File: src/rtl/uart_tx_arbiter_if.sv
// Handshake bundle between requesters/transmitter and the UART TX arbiter.
// master: environment side (req, req_data, tx_empty); slave: arbiter side.
interface uart_tx_arbiter_if #(
  parameter int NREQ   = 4,
  parameter int DATA_W = 8,
  parameter int CNT_W  = 16
);
  logic [NREQ-1:0]        req;
  logic [NREQ*DATA_W-1:0] req_data;
  logic                   tx_empty;
  logic [NREQ-1:0]        ack;
  logic [NREQ-1:0]        grant;
  logic                   xmit_go;
  logic [DATA_W-1:0]      tx_data;
  logic                   busy;
  logic [CNT_W-1:0]       tx_count;

  modport master (
    output req, req_data, tx_empty,
    input  ack, grant, xmit_go, tx_data, busy, tx_count
  );

  modport slave (
    input  req, req_data, tx_empty,
    output ack, grant, xmit_go, tx_data, busy, tx_count
  );
endinterface

File: src/rtl/uart_tx_arbiter.sv
// Round-robin arbiter feeding bytes from NREQ requesters into one UART TX.
// Ports: clk, rst (async, active-high), bus (slave modport: req/req_data/
// tx_empty in; ack/grant/xmit_go/tx_data/busy/tx_count out, all registered).
module uart_tx_arbiter #(
  parameter int NREQ   = 4,
  parameter int DATA_W = 8,
  parameter int CNT_W  = 16
) (
  input logic            clk,
  input logic            rst,
  uart_tx_arbiter_if.slave bus
);

  localparam int IW = (NREQ > 1) ? $clog2(NREQ) : 1;

  typedef enum logic [1:0] {
    IDLE   = 2'd0,
    LAUNCH = 2'd1,
    GUARD  = 2'd2,
    WAIT   = 2'd3
  } state_t;

  state_t          state;
  logic [IW-1:0]   last;
  logic [IW-1:0]   win;
  logic [IW-1:0]   idx;
  logic            found;
  logic [NREQ-1:0] win_oh;

  // Search starts one past the last winner and wraps; first set bit wins.
  always_comb begin
    win   = last;
    idx   = last;
    found = 1'b0;
    for (int k = 1; k <= NREQ; k++) begin
      idx = IW'((int'(last) + k) % NREQ);
      if (!found && bus.req[idx]) begin
        found = 1'b1;
        win   = idx;
      end
    end
  end

  assign win_oh = {{(NREQ-1){1'b0}}, 1'b1} << win;

  // xmit_go is set together with ack so the strobe is visible during
  // LAUNCH; the byte counter steps on the edge that leaves LAUNCH.
  always_ff @(posedge clk or posedge rst) begin
    if (rst) begin
      state        <= IDLE;
      last         <= IW'(NREQ - 1);
      bus.ack      <= '0;
      bus.grant    <= '0;
      bus.xmit_go  <= 1'b0;
      bus.tx_data  <= '0;
      bus.busy     <= 1'b0;
      bus.tx_count <= '0;
    end else begin
      bus.ack     <= '0;
      bus.xmit_go <= 1'b0;
      case (state)
        IDLE: begin
          if (bus.tx_empty && found) begin
            state       <= LAUNCH;
            last        <= win;
            bus.ack     <= win_oh;
            bus.grant   <= win_oh;
            bus.xmit_go <= 1'b1;
            bus.busy    <= 1'b1;
            bus.tx_data <=
              bus.req_data[int'(win)*DATA_W +: DATA_W];
          end
        end
        LAUNCH: begin
          state        <= GUARD;
          bus.tx_count <= bus.tx_count + CNT_W'(1);
        end
        GUARD: begin
          state <= WAIT;
        end
        WAIT: begin
          if (bus.tx_empty) begin
            state     <= IDLE;
            bus.grant <= '0;
            bus.busy  <= 1'b0;
          end
        end
        default: begin
          state     <= IDLE;
          bus.grant <= '0;
          bus.busy  <= 1'b0;
        end
      endcase
    end
  end

endmodule

File: src/flat_wrapper.sv
// flat-port wrapper written by rule: the top's interface ports become plain ports
module uart_tx_arbiter_flat 
#(
  parameter int NREQ   = 4,
  parameter int DATA_W = 8,
  parameter int CNT_W  = 16
)
  (clk, rst, bus_req, bus_req_data, bus_tx_empty, bus_ack, bus_grant, bus_xmit_go, bus_tx_data, bus_busy, bus_tx_count);
  uart_tx_arbiter_if #(.NREQ(NREQ), .DATA_W(DATA_W), .CNT_W(CNT_W)) bus_i ();
  input logic clk;
  input logic rst;
  input wire logic [$bits(bus_i.req)-1:0] bus_req;
  input wire logic [$bits(bus_i.req_data)-1:0] bus_req_data;
  input wire logic [$bits(bus_i.tx_empty)-1:0] bus_tx_empty;
  output wire logic [$bits(bus_i.ack)-1:0] bus_ack;
  output wire logic [$bits(bus_i.grant)-1:0] bus_grant;
  output wire logic [$bits(bus_i.xmit_go)-1:0] bus_xmit_go;
  output wire logic [$bits(bus_i.tx_data)-1:0] bus_tx_data;
  output wire logic [$bits(bus_i.busy)-1:0] bus_busy;
  output wire logic [$bits(bus_i.tx_count)-1:0] bus_tx_count;
  assign bus_i.req = bus_req;
  assign bus_i.req_data = bus_req_data;
  assign bus_i.tx_empty = bus_tx_empty;
  assign bus_ack = bus_i.ack;
  assign bus_grant = bus_i.grant;
  assign bus_xmit_go = bus_i.xmit_go;
  assign bus_tx_data = bus_i.tx_data;
  assign bus_busy = bus_i.busy;
  assign bus_tx_count = bus_i.tx_count;
  uart_tx_arbiter #(.NREQ(NREQ), .DATA_W(DATA_W), .CNT_W(CNT_W)) u_core (.clk(clk), .rst(rst), .bus(bus_i));
endmodule
File: config.mk
export PLATFORM = sky130hd
export DESIGN_NAME = uart_tx_arbiter_flat
export DESIGN_NICKNAME = d
export VERILOG_FILES = /design/src/rtl/uart_tx_arbiter_if.sv /design/src/rtl/uart_tx_arbiter.sv /design/src/flat_wrapper.sv
export SDC_FILE = /design/constraint.sdc
export NUM_CORES = 1
export LEC_CHECK = 0
export CORE_ASPECT_RATIO = 2
export CORE_UTILIZATION = 45
export DETAILED_ROUTE_END_ITERATION = 7
export DONT_BUFFER_PORTS = 1
export PLACE_DENSITY = 0.65
export SETUP_SLACK_MARGIN = 0.15
export SYNTH_ARGS = -nofsm -noshare
export SYNTH_HDL_FRONTEND = slang
export SYNTH_SLANG_ARGS = --single-unit
File: constraint.sdc
create_clock -name clk -period 2.7 [get_ports clk]
set_input_delay 0.405 -clock clk [delete_from_list [all_inputs] [get_ports clk]]
set_output_delay 0.405 -clock clk [all_outputs]
set_load 0.02 [all_outputs]
# After elaboration in Yosys (flattened, before gate mapping)
# Cells that the tools add are included.
[op_classes]
mux = 29
reduce_logical = 12
addsub = 5
order_cmp = 4
n_eq_ne = 5
shifts = 2
[ops]
columns = ["cell", "n"]
rows = [
  ["$shiftx 32x6->8", 1],
  ["$add 16x1->16 const B", 1],
  ["$mux 4", 4],
  ["$lt 2x3->1 const B", 4],
  ["$mux 1", 12],
  ["$mux 2", 6],
  ["$bmux 1 s2", 4],
  ["$pmux 2 s4", 1],
  ["$pmux 4 s2", 1],
  ["$add 2x1->2 const B", 2],
  ["$add 2x2->2 const B", 2],
  ["$eq 2x2->1 const B", 2],
  ["$logic_and 1x1->1", 4],
  ["$reduce_and 2->1", 2],
  ["$shl 1x2->4 const A", 1],
  ["$logic_not 1->1", 3],
  ["$reduce_and 3->1", 1],
  ["$eq 2x1->1 const B", 1],
  ["$logic_not 2->1", 1],
  ["$ne 2x1->1 const B", 1],
  ["$ne 2x2->1 const B", 1],
  ["$pmux 1 s2", 1],
  ["$reduce_bool 2->1", 1],
]
[totals]
regBits = 38
input_bits = 39
out_inout_bits = 34
word_cells = 65

# Logic depth before layout (Yosys ltp)
# Gate-level depths: netlist (run 1).
[logic_depth]
depth_word = 16
ltp_mapped = 8
depth_no_buf = 7

# Least setup slack after synthesis (run 1)
# Ideal clock, no wire load.
[synth_timing]
kind = "reg2reg"
start = "register u_core.last[0]"
end = "register u_core.bus.tx_data[0]"
path_buffers = 2
t_arrival_ns = 1.762
setup_time_ns = 0.087
path_stages_with_launch = 7
setup_slack_ns = 0.851
t_required_ns = 2.613
period_less_slack_ns = 1.849
cell_sequence = "dfstp_2 -> or3b_2 -> buf_2 -> and3_1 -> buf_4 -> mux2i_1 -> a211oi_2"
[synth_between]
elab_chain_cells = 15
word_cells_on_any_way = 29
classes_between = "add/sub: 4; shift: 1; mux: 16; reduce/logical: 8"
[synth_rtl]
columns = ["item", "line", "rtl"]
rows = [
  ["start: declaration", "uart_tx_arbiter.sv:24", "logic [IW-1:0] last;"],
  ["start signal: assignment", "uart_tx_arbiter.sv:51", "last <= IW'(NREQ - 1);"],
  ["start signal: assignment", "uart_tx_arbiter.sv:65", "last <= win;"],
  ["branches (longest 15 deep; another with $add 2x1->2)", "n/a", ""],
  ["end signal: assignment", "uart_tx_arbiter.sv:70", "bus.tx_data <="],
  ["end: declaration", "uart_tx_arbiter_if.sv:25", "output ack, grant, xmit_go, tx_data, busy, tx_count"],
]
# Parallel ways; which one is timed is not known. The select of a mux whose other input is x is not followed.
# A chain may end at the register's enable or synchronous reset.

# Worst setup path in the final report (run 1)
[layout_timing]
start = "register u_core.last[0]"
end = "register u_core.bus.grant[2]"
[layout_between]
elab_chain_cells = 16
word_cells_on_any_way = 32
classes_between = "add/sub: 4; eq/ne: 1; shift: 1; mux: 18; reduce/logical: 8"
[layout_rtl]
columns = ["item", "line", "rtl"]
rows = [
  ["$add 2x1->2", "uart_tx_arbiter.sv:36", "idx = IW'((int'(last) + k) % NREQ);"],
  ["$bmux 1 s2", "uart_tx_arbiter.sv:37", "if (!found && bus.req[idx]) begin"],
  ["$mux 1 (not written as such)", "uart_tx_arbiter.sv:37", ""],
  ["$mux 1", "uart_tx_arbiter.sv:37", ""],
  ["$logic_not 1->1", "uart_tx_arbiter.sv:37", ""],
  ["$logic_and 1x1->1", "uart_tx_arbiter.sv:37", ""],
  ["$mux 1", "uart_tx_arbiter.sv:37", ""],
  ["$logic_not 1->1", "uart_tx_arbiter.sv:37", ""],
  ["$logic_and 1x1->1", "uart_tx_arbiter.sv:37", ""],
  ["$mux 1", "uart_tx_arbiter.sv:37", ""],
  ["$logic_not 1->1", "uart_tx_arbiter.sv:37", ""],
  ["$logic_and 1x1->1", "uart_tx_arbiter.sv:37", ""],
  ["$mux 2 or $mux 1 (tied branches)", "uart_tx_arbiter.sv:37", ""],
  ["$shl 1x2->4 or $logic_and 1x1->1 (tied branches)", "uart_tx_arbiter.sv:44, uart_tx_arbiter.sv:63", ""],
  ["$mux 4 or $ne 2x1->1 (tied branches)", "n/a", ""],
  ["$pmux 4 s2 or $reduce_and 3->1 (tied branches)", "n/a", ""],
  ["end signal: assignment", "uart_tx_arbiter.sv:67", "bus.grant <= win_oh;"],
  ["end: declaration", "uart_tx_arbiter_if.sv:25", ""],
]
# Several ways; a longest one is shown, not always the timed one. The select of a mux whose other input is x is not followed.

==> metrics, run 1 <==
Critical Path Fanout Max 11; top cells by area, synth dfrtp_1 46%, a211oi_2 5.2%, mux2i_1 4.1%, xnor2_1 4.1%, ha_1 3.9%; Worst-Margin Slew a little over 0.6 ns; Setup-failing EPs final 0; reg2reg setup slack 0.61 ns; cts bufs inserted 5; M1 WL around 1500 um; largest net degree at the start of global routing 39; first-pass GRT wire length 6780 um; area leader, netlist dfrtp_1; dpl hpwl approximately 3100 um; total die area 0.00459 mm2; Worst-path clk slew approximately 0.080 ns; initial core utilization between 40% and 50%; reg-to-reg endpoint u_core.bus.grant[2]; max-cap violation count 0; Hold Crit Class in2async; max_slew headroom between 50% and 60%; Final nets between 200 and 250; Antenna Violating Nets Remaining 0; Port Buf Inserts 0; IO Pins 73; Post-Synth XOR/XNOR Area roughly 6.8%; core area 0.00413 mm2; most used cell, CP and3_1; synthesis-to-layout area growth 8.26%; Ys Warns 0; maximum root-to-sink buffer count 2; Final Cell Area 0.00210 mm2; worst r2r src u_core.last[0]; Max Clk Rate 478 MHz; clock root cell clkbuf_8; most instantiated library cell after synthesis dfrtp_1; Crit path required time between 2 and 3 ns; Post-Syn Area between 0.0015 and 0.002 mm2; synthesized area per cell about 11 um2; proportion of synthesized area in mux cells 4.71%; CTS Hold Bufs 0; top layer in use met4; number of vias per cell just under 6; CTS tree yes; post-synthesis async set-or-reset flop share 100%; number of library cell types mapped by synthesis 35; Worst VDD drop roughly 0.48 mV; metal3 WL roughly 270 um; Critical Path AT ~2.3 ns; Clock Sinks 38; Resized Gates After CTS 0; status finished clean; Clock H-tree levels 2; PwrDens around 1100 mW/mm2; max-slew violation count 0; initial antenna violation count 0; Die X between 40 and 50 um; Placer Congestion 0.705; unrepaired setup endpoints after global routing false; Syn Nets 223; Yosys top cell area share a little under half; sequential area share after synthesis roughly half; Setup TNS Final 0 ns; Compound-Gate Fraction of Synth Area around 15%; post-synthesis cell count about 180; row count 33; first drt pass iteration count 4; GR Util All Layers around a fifth; vias in the first global route ~1400; largest family of logic cells by synthesized area simple AND/OR/NAND/NOR gates; simple-gate share of the synthesized area between 10% and 20%; crit end category register; Tcrit/Tclk final between 70% and 80%; minimum clock period around 2.1 ns; element type at the critical path start register; WL/cell ~18 um; top_reg_cell synth dfrtp_1; Worst Skew ~0.009 ns; placed instance area just under 0.002 mm2; synthesis-stage register bit count 38; ordered list of cells on the worst path or3b_2, and3_1, and3_1, a22o_1; vias post-DR about 1400; Detailed Route WL about 4200 um; Setup CP Type reg2reg; Critical Path Max Stage Delay about 0.57 ns; Synth Area in Adders under 10%; slowest CP cell or3b_2; ant diodes 0; P_leak 0.966 nW; fraction of layout cells with a size suffix above 1 13.8%; die span in y about 95 um; R2R depth 4; GRT Residual Overflow 0; Fin. Hold Viols 0; number of flops mapped to enable cells by yosys 0; commonest cells in the synthesized netlist 36 x dfrtp_1, 15 x nand2_1, 14 x nor2_1; initial DRC count 22; number of remaining DRC errors 0; routed wl met2 2320 um; Post-CTS Setup Inserts 0; clk_lat worst skew roughly 0.29 ns
==> critical path, delay by kind of cell (launching register included) <==
family | cells | cell delay [ns]
and+or+nand+nor | 3 | 1.26
AOI/OAI and AO/OA | 1 | 0.18
DFF | 1 | 0.55
==> logic make-up after synthesis <==
group,count (synthesis)
compound gates,36
xor+xnor,15
fa+ha+maj,6
buf+inv,10
flops,38
mux,9
simple gates,64
==> cells in the final DEF, fill, tap and decap left out <==
master / netlist / routed
o211ai_2: 1 / 1
xnor2_1: 9 / 9
nand4_1: 2 / 2
ha_1: 6 / 6
mux2_2: 1 / 1
nor2b_1: 2 / 2
a21o_1: 1 / 1
nand3_1: 8 / 8
inv_1: 4 / 4
a211oi_1: 8 / 8
clkinv_4: 0 / 1
or3b_2: 1 / 1
or4_4: 1 / 1
clkbuf_8: 0 / 5
nand2_1: 15 / 15
nand3_2: 1 / 1
a2bb2oi_1: 1 / 1
nand2b_1: 1 / 1
a21oi_1: 2 / 2
a22o_1: 5 / 5
o21ai_0: 8 / 8
nor2_1: 14 / 14
mux2i_1: 8 / 8
a211oi_2: 8 / 8
and3_1: 7 / 7
or2b_1: 1 / 1
and2_1: 1 / 1
o21a_1: 2 / 2
and3_4: 1 / 1
nor3_1: 9 / 9
buf_4: 1 / 1
dfstp_2: 2 / 2
bufinv_16: 0 / 2
dfrtp_1: 36 / 36
xor2_1: 6 / 6
==> flip-flops by register name, summed over array words and instances (netlist names) <==
signal,count
u_core.bus.busy,1
u_core.bus.tx_count,16
u_core.bus.tx_data,8
u_core.state,2
u_core.bus.grant,4
u_core.last,2
u_core.bus.ack,4
u_core.bus.xmit_go,1
==> layout make-up <==
class / instances / area [um2]
tap: 52 / 65.1
sequential: 38 / 953
timing repair buffer: 1 / 7.51
clock buffer: 5 / 68.8
clock inverter: 3 / 68.8
fill: 380 / 2030
multi-input combinational: 130 / 920
inverter: 4 / 15.0
==> worst max-delay path by stage <==
| stage | start | to | cells after the start |
|---|---|---|---|
| floorplan | u_core.last[0] | u_core.bus.tx_data[0] | 6 |
| global placement | u_core.last[0] | u_core.bus.grant[2] | 4 |
| finish | u_core.last[0] | u_core.bus.grant[2] | 4 |
| global route | u_core.state[1] | u_core.bus.tx_count[13] | 7 |
| detailed placement | u_core.last[0] | u_core.bus.grant[2] | 4 |
| CTS | u_core.last[0] | u_core.bus.grant[2] | 4 |
==> power breakdown <==
part	internal, mW	total [mW]	switching [mW]
Sequential	0.754	1.10	0.343
Combinational	0.297	0.699	0.402
Clock	0.370	0.577	0.207
==> through the flow <==
step,instances,utilization [%],hold WS [ns],total power [mW],setup slack (ns)
2_1_floorplan,178,-,0.491,1.67,0.851
3_3_place_gp,225,47.5,0.428,1.77,0.673
3_5_place_dp,225,47.5,0.445,1.82,0.604
4_1_cts,233,50.8,0.127,2.40,0.589
5_1_grt,233,50.8,0.142,2.52,0.513
6_report,233,50.8,0.105,2.37,0.609
==> layer usage <==
| layer | vias up | track usage (%) |
|---|---|---|
| li1 | 633 | - |
| met5 | - | 0 |
| met3 | 7 | 5.64 |
| met2 | 63 | 36.9 |
| met4 | 0 | 8.58 |
| met1 | 662 | 19.7 |
Power figures use the tool's default switching activity.
==> run 2: changes to the inputs <==
--- a/config.mk
+++ b/config.mk
@@ -9,7 +9,7 @@
 export CORE_UTILIZATION = 45
 export DETAILED_ROUTE_END_ITERATION = 7
 export DONT_BUFFER_PORTS = 1
-export PLACE_DENSITY = 0.65
+export PLACE_DENSITY = 0.67
 export SETUP_SLACK_MARGIN = 0.15
 export SYNTH_ARGS = -nofsm -noshare
 export SYNTH_HDL_FRONTEND = slang
==> constraint.sdc (replaced) <==
create_clock -name clk -period 1.8 [get_ports clk]
set_input_delay 0.27 -clock clk [delete_from_list [all_inputs] [get_ports clk]]
set_output_delay 0.27 -clock clk [all_outputs]
set_load 0.02 [all_outputs]
==> metrics, run 2 (synthesis results as in run 1) <==
final hold slack -0.0204 ns; top layer in use met4; Final Cell Area between 0.002 and 0.003 mm2; CTS tree yes; P_leak 1.13 nW; Hold Crit Class in2async; Worst Skew around 0.0054 ns; Clock H-tree levels 2; Filler cells 330; ordered list of cells on the worst path or3b_4, nand3_2, buf_12, buf_4, nor2_1, a22o_1; Largest regs u_core.bus.tx_count (16), u_core.bus.tx_data (8); Fin. Hold Viols 30; violated checks negative hold slack; Clock Sinks 38; die span in y 94.8 um; Placed Cells approximately 230; slowest CP cell dfstp_2; max_slew headroom between 60 and 70%; metal3 WL 242 um; number of remaining DRC errors 0; Crit path buffers/inverters 2; reg2reg setup slack between 0.1 and 0.15 ns; CTS Hold Bufs 0; Max Clk Rate 599 MHz; initial DRC count 18; dpl hpwl 3260 um; largest net degree at the start of global routing 39; PwrDens approximately 1700 mW/mm2; crit end category register; element type at the critical path start register; Setup CP Type reg2reg; Crit path required time between 1.5 and 2 ns; critical path's top delay family simple AND/OR/NAND/NOR gates; ant diodes 0; core area slightly above 0.004 mm2; reg-to-reg endpoint u_core.bus.grant[0]; total die area around 0.0046 mm2; M1 WL ~1700 um; WL/cell between 15 and 20 um; vias post-DR ~1500; Critical Path Fanout Max 10; most common cell after layout, fill and taps aside dfrtp_1; first drt pass iteration count 4; IO Pins 73; clk_lat worst skew 0.29 ns; initial core utilization about 47%; synthesis-to-layout area growth 30.0%; vias in the first global route between 1500 and 2000; Antenna Violating Nets Remaining 0; initial antenna violation count 0; max FFs per register 16; cts bufs inserted 5; R2R depth 6; unrepaired setup endpoints after global routing true; Detailed Route WL 4700 um; Placer Congestion 0.799; Worst-Margin Slew ~0.48 ns; Finished Layout Cells roughly 260; Worst VDD drop 1.07 mV; placed instance area 0.00203 mm2; Top reg by flops u_core.bus.tx_count; Port Buf Inserts 0; GRT Residual Overflow 0; row count 33; status finished, violations left; pre-CTS WS -0.0374 ns; routed wl met2 roughly 2700 um; Worst-path clk slew around 0.08 ns; minimum clock period about 1.7 ns; most frequent cells in the layout 35 x dfrtp_1, 19 x buf_4, 16 x a211oi_2; GR Util All Layers 21.7%; Tcrit/Tclk final 92.8%; number of vias per cell around 5.7; maximum root-to-sink buffer count 2; max-cap violation count 0; first-pass GRT wire length between 7000 and 8000 um; max-slew violation count 0; Final nets around 250; Final Worst Setup Slack 0.129 ns; Setup-failing EPs final 0; Critical Path AT 1.85 ns; fraction of layout cells with a size suffix above 1 between 40% and 50%; Total Power about 4.2 mW; Die X slightly below 50 um; worst r2r src u_core.last[0]; Critical Path Max Stage Delay ~0.56 ns; clock root cell clkbuf_8
[run 2: worst max path at each step]
stage                         startpoint                    end  cells past startpoint
after floorplan           u_core.last[0]  u_core.bus.tx_data[0]                      6
after global placement    u_core.last[0]  u_core.bus.tx_data[6]                      5
after detailed placement  u_core.last[0]  u_core.bus.tx_data[3]                      5
after CTS                 u_core.last[0]  u_core.bus.tx_data[0]                      6
after global routing      u_core.last[0]  u_core.bus.tx_data[5]                      5
final                     u_core.last[0]    u_core.bus.grant[0]                      6
[run 2: report_power, final]
group          leakage (nW)  switching, mW  internal, mW  total, mW
Clock                0.0714          0.303         0.591      0.895
Sequential            0.481          0.447          1.14       1.58
Combinational         0.583          0.901         0.827       1.73
Total                  1.13           1.65          2.55       4.21
[run 2: per-layer routing]
layer	global-route usage, %	vias to the layer above
li1	-	684
met1	23.2	710
met2	41.0	55
met3	5.48	8
met4	7.35	0
met5	0	-
[run 2: stage by stage]
step | hold WS (ns) | util [%] | setup TNS, ns
3_3_place_gp | 0.286 | 49.1 | 0
6_report | -0.0204 | 61.0 | 0
2_1_floorplan | 0.461 | - | 0
3_5_place_dp | 0.313 | 49.1 | -0.323
4_1_cts | 0.00134 | 57.2 | 0
5_1_grt | 0.0224 | 61.0 | 0
[run 2: area by class of cell]
class | count | area, um2 | share of cell area, %
inverters | 4 | 15.0 | 0.596
multi-input cells | 131 | 1150 | 45.6
clock inverters | 2 | 60.1 | 2.38
clock buffers | 6 | 82.6 | 3.28
flip-flops and latches | 38 | 955 | 37.9
repair buffers | 22 | 194 | 7.70
well taps | 52 | 65.1 | 2.58
[run 2: worst register-to-register path, delay by kind of cell (launching register included)]
kind	cells	cell delay (ns)
flops	1	0.56
buf+inv	2	0.25
simple gates	3	0.59
compound gates	1	0.17
[run 2: repair_timing]
item / in CTS / in global routing
pin swaps: 8 / 13
setup buffers: 9 / 5
cloned: 1 / 0
gates resized for setup: 26 / 23
endpoints found under the setup margin: 18 / 16
==> run 3: changes to the inputs <==
--- a/config.mk
+++ b/config.mk
@@ -5,11 +5,12 @@
 export SDC_FILE = /design/constraint.sdc
 export NUM_CORES = 1
 export LEC_CHECK = 0
+export ABC_AREA = 1
 export CORE_ASPECT_RATIO = 2
 export CORE_UTILIZATION = 45
 export DETAILED_ROUTE_END_ITERATION = 7
 export DONT_BUFFER_PORTS = 1
-export PLACE_DENSITY = 0.67
+export PLACE_DENSITY = 0.65
 export SETUP_SLACK_MARGIN = 0.15
 export SYNTH_ARGS = -nofsm -noshare
 export SYNTH_HDL_FRONTEND = slang
==> constraint.sdc (replaced) <==
create_clock -name clk -period 2.1 [get_ports clk]
set_input_delay 0.315 -clock clk [delete_from_list [all_inputs] [get_ports clk]]
set_output_delay 0.315 -clock clk [all_outputs]
set_load 0.02 [all_outputs]
==> metrics, run 3 <==
Worst-path clk slew around 0.070 ns; Crit path required time ~2.3 ns; IO Pins 73; clock root cell clkbuf_8; number of remaining DRC errors 0; top cells by area, synth dfrtp_1 40%, nand3_1 14%, nand2_1 12%, inv_1 4.1%, nand2_2 3.9%; Power Internal ~2.2 mW; Reg area around 950 um2; sw frac slightly above 50%; element type at the critical path start register; post-synthesis cell count 286; sequential share of power a little under a third; Detailed Route WL approximately 5400 um; most instantiated library cell after synthesis nand2_1; clock share of power a little over a tenth; P_leak 1.33 nW; unrepaired setup endpoints after global routing true; ant diodes 0; GRT Residual Overflow 0; multi-input logic area between 0.001 and 0.0015 mm2; Switch Pwr between 2 and 2.5 mW; dpl hpwl approximately 4000 um; synthesized area per cell around 8 um2; Clock H-tree levels 2; synthesis-to-layout area growth 14.7%; most frequent cells in the layout 70 x nand2_1, 64 x nand3_1, 36 x dfrtp_1; Fin. Hold Viols 0; CTS tree yes; synthesis-stage register bit count 38; Hold Crit Class in2async; WL/cell 15.0 um; die span in y approximately 100 um; clk_lat worst skew approximately 0.28 ns; Placer Congestion slightly below 0.8; Largest regs u_core.bus.tx_count (16), u_core.bus.tx_data (8); max_slew headroom around two thirds; post-synthesis async set-or-reset flop share 100%; CTS Hold Bufs 0; sequential area share after synthesis 42.0%; largest net degree at the start of global routing 39; PwrDens 1780 mW/mm2; Worst-Margin Slew 0.483 ns; core area 0.00486 mm2; Yosys top cell area share around 40%; number of flops mapped to enable cells by yosys 0; maximum root-to-sink buffer count 2; initial core utilization a little under half; Syn Nets around 330; row count 36; Setup CP Type reg2reg; Setup-failing EPs final 0; reg2reg setup slack approximately 0.20 ns; combinational fraction of design power 58.9%; Die X roughly 52 um; most common cell after layout, fill and taps aside nand2_1; minimum clock period 1.90 ns; Max Clk Rate around 530 MHz; Top reg by flops u_core.bus.tx_count; max FFs per register 16; Critical Path AT 2.12 ns; status finished clean; Post-Syn Area ~0.0023 mm2; top_reg_cell synth dfrtp_1; Worst VDD drop 1.43 mV; crit end category register; vias in the first global route roughly 1900; Filler cells between 400 and 500; Total Power 4.63 mW; Antenna Violating Nets Remaining 0; initial antenna violation count 0; first drt pass iteration count 4; Final nets about 350; number of vias per cell 5.43; max-slew violation count 0; fraction of layout cells with a size suffix above 1 about 22%; GR Util All Layers between 20% and 30%; Worst Skew approximately 0.0029 ns; Ys Warns 0; Clock Sinks 38; initial DRC count 38; cts bufs inserted 5; total die area roughly 0.0053 mm2; number of library cell types mapped by synthesis 30; Critical Path Fanout Max 11; vias post-DR between 1500 and 2000; Finished Layout Cells around 360; first-pass GRT wire length between 8000 and 9000 um; Placed Cells roughly 340; area leader, netlist dfrtp_1; Setup TNS Final 0 ns; Tcrit/Tclk final roughly nine tenths; Port Buf Inserts 0; commonest cells in the synthesized netlist 73 x nand2_1, 65 x nand3_1, 36 x dfrtp_1; max-cap violation count 0
-- run 3: stage by stage --
stage	setup slack, ns	hold slack, ns	util [%]	area [um2]
after global placement	0.152	0.352	48.3	2350
after floorplan	0.344	0.506	-	2270
after detailed placement	0.123	0.354	48.3	2350
after CTS	0.145	0.0491	50.7	2470
after global routing	0.0802	0.0702	53.5	2600
final	0.196	0.0233	53.5	2600
-- run 3: power by group through the flow --
stage,combinational (mW),sequential [mW],clock (mW)
2_1_floorplan,1.92,1.35,0
3_3_place_gp,2.28,1.40,0
3_5_place_dp,2.31,1.41,0
4_1_cts,2.38,1.39,0.522
5_1_grt,3.07,1.42,0.561
6_report,2.73,1.39,0.511
-- run 3: what timing repair did --
item / CTS / global route
endpoints found under the setup margin: 12 / 20
resized for setup: 2 / 22
pin swaps: 0 / 5
setup buffers: 2 / 6
cloned: 0 / 2
-- run 3: layout make-up --
cell class                      count  share of cell area [%]
Sequential cell                    38                    36.6
Timing Repair Buffer               15                    5.24
Clock buffer                        7                    3.32
Tap cell                           57                    2.74
Inverter                           29                    4.47
Multi-Input combinational cell    214                    47.4
Clock inverter                      1                   0.192
-- run 3: worst paths after layout --
| kind | depth (start not counted) | end | start |
|---|---|---|---|
| min in group clk | 4 | u_core.bus.tx_data[1] | bus_req_data[25] |
| worst min-delay path | 2 | u_core.bus.tx_count[3] | rst |
| max in group asynchronous | 2 | u_core.last[0] | rst |
| worst max-delay path | 12 | u_core.last[1] | u_core.last[0] |
| worst max register to register | 12 | u_core.last[1] | u_core.last[0] |
| worst min register to register | 2 | u_core.bus.tx_data[1] | u_core.bus.tx_data[1] |
-- run 3: critical path: stages, from the launching register on --
cell	delay [ns]
dfstp_2	0.60
inv_4	0.09
nand2_1	0.09
nand2_2	0.07
nand2_2	0.09
nand2_4	0.08
or2_4	0.24
nand2_1	0.08
nand2_2	0.09
nand2_4	0.12
nor2_4	0.06
buf_4	0.14
a21oi_2	0.09
-- run 3: routing by layer --
metal | track usage (%) | wire length (um) | vias up
met5 | 0 | 0 | -
met4 | 5.67 | 82 | 0
met3 | 4.91 | 334 | 8
met2 | 39.2 | 3060 | 60
met1 | 21.4 | 1950 | 936
li1 | - | - | 958
-- run 3: kinds of logic after synthesis --
group           synth area share (%)
buf+inv                         7.39
simple gates                    38.8
flops                           42.0
fa+ha+maj                       3.31
compound gates                  2.76
xor+xnor                        5.79
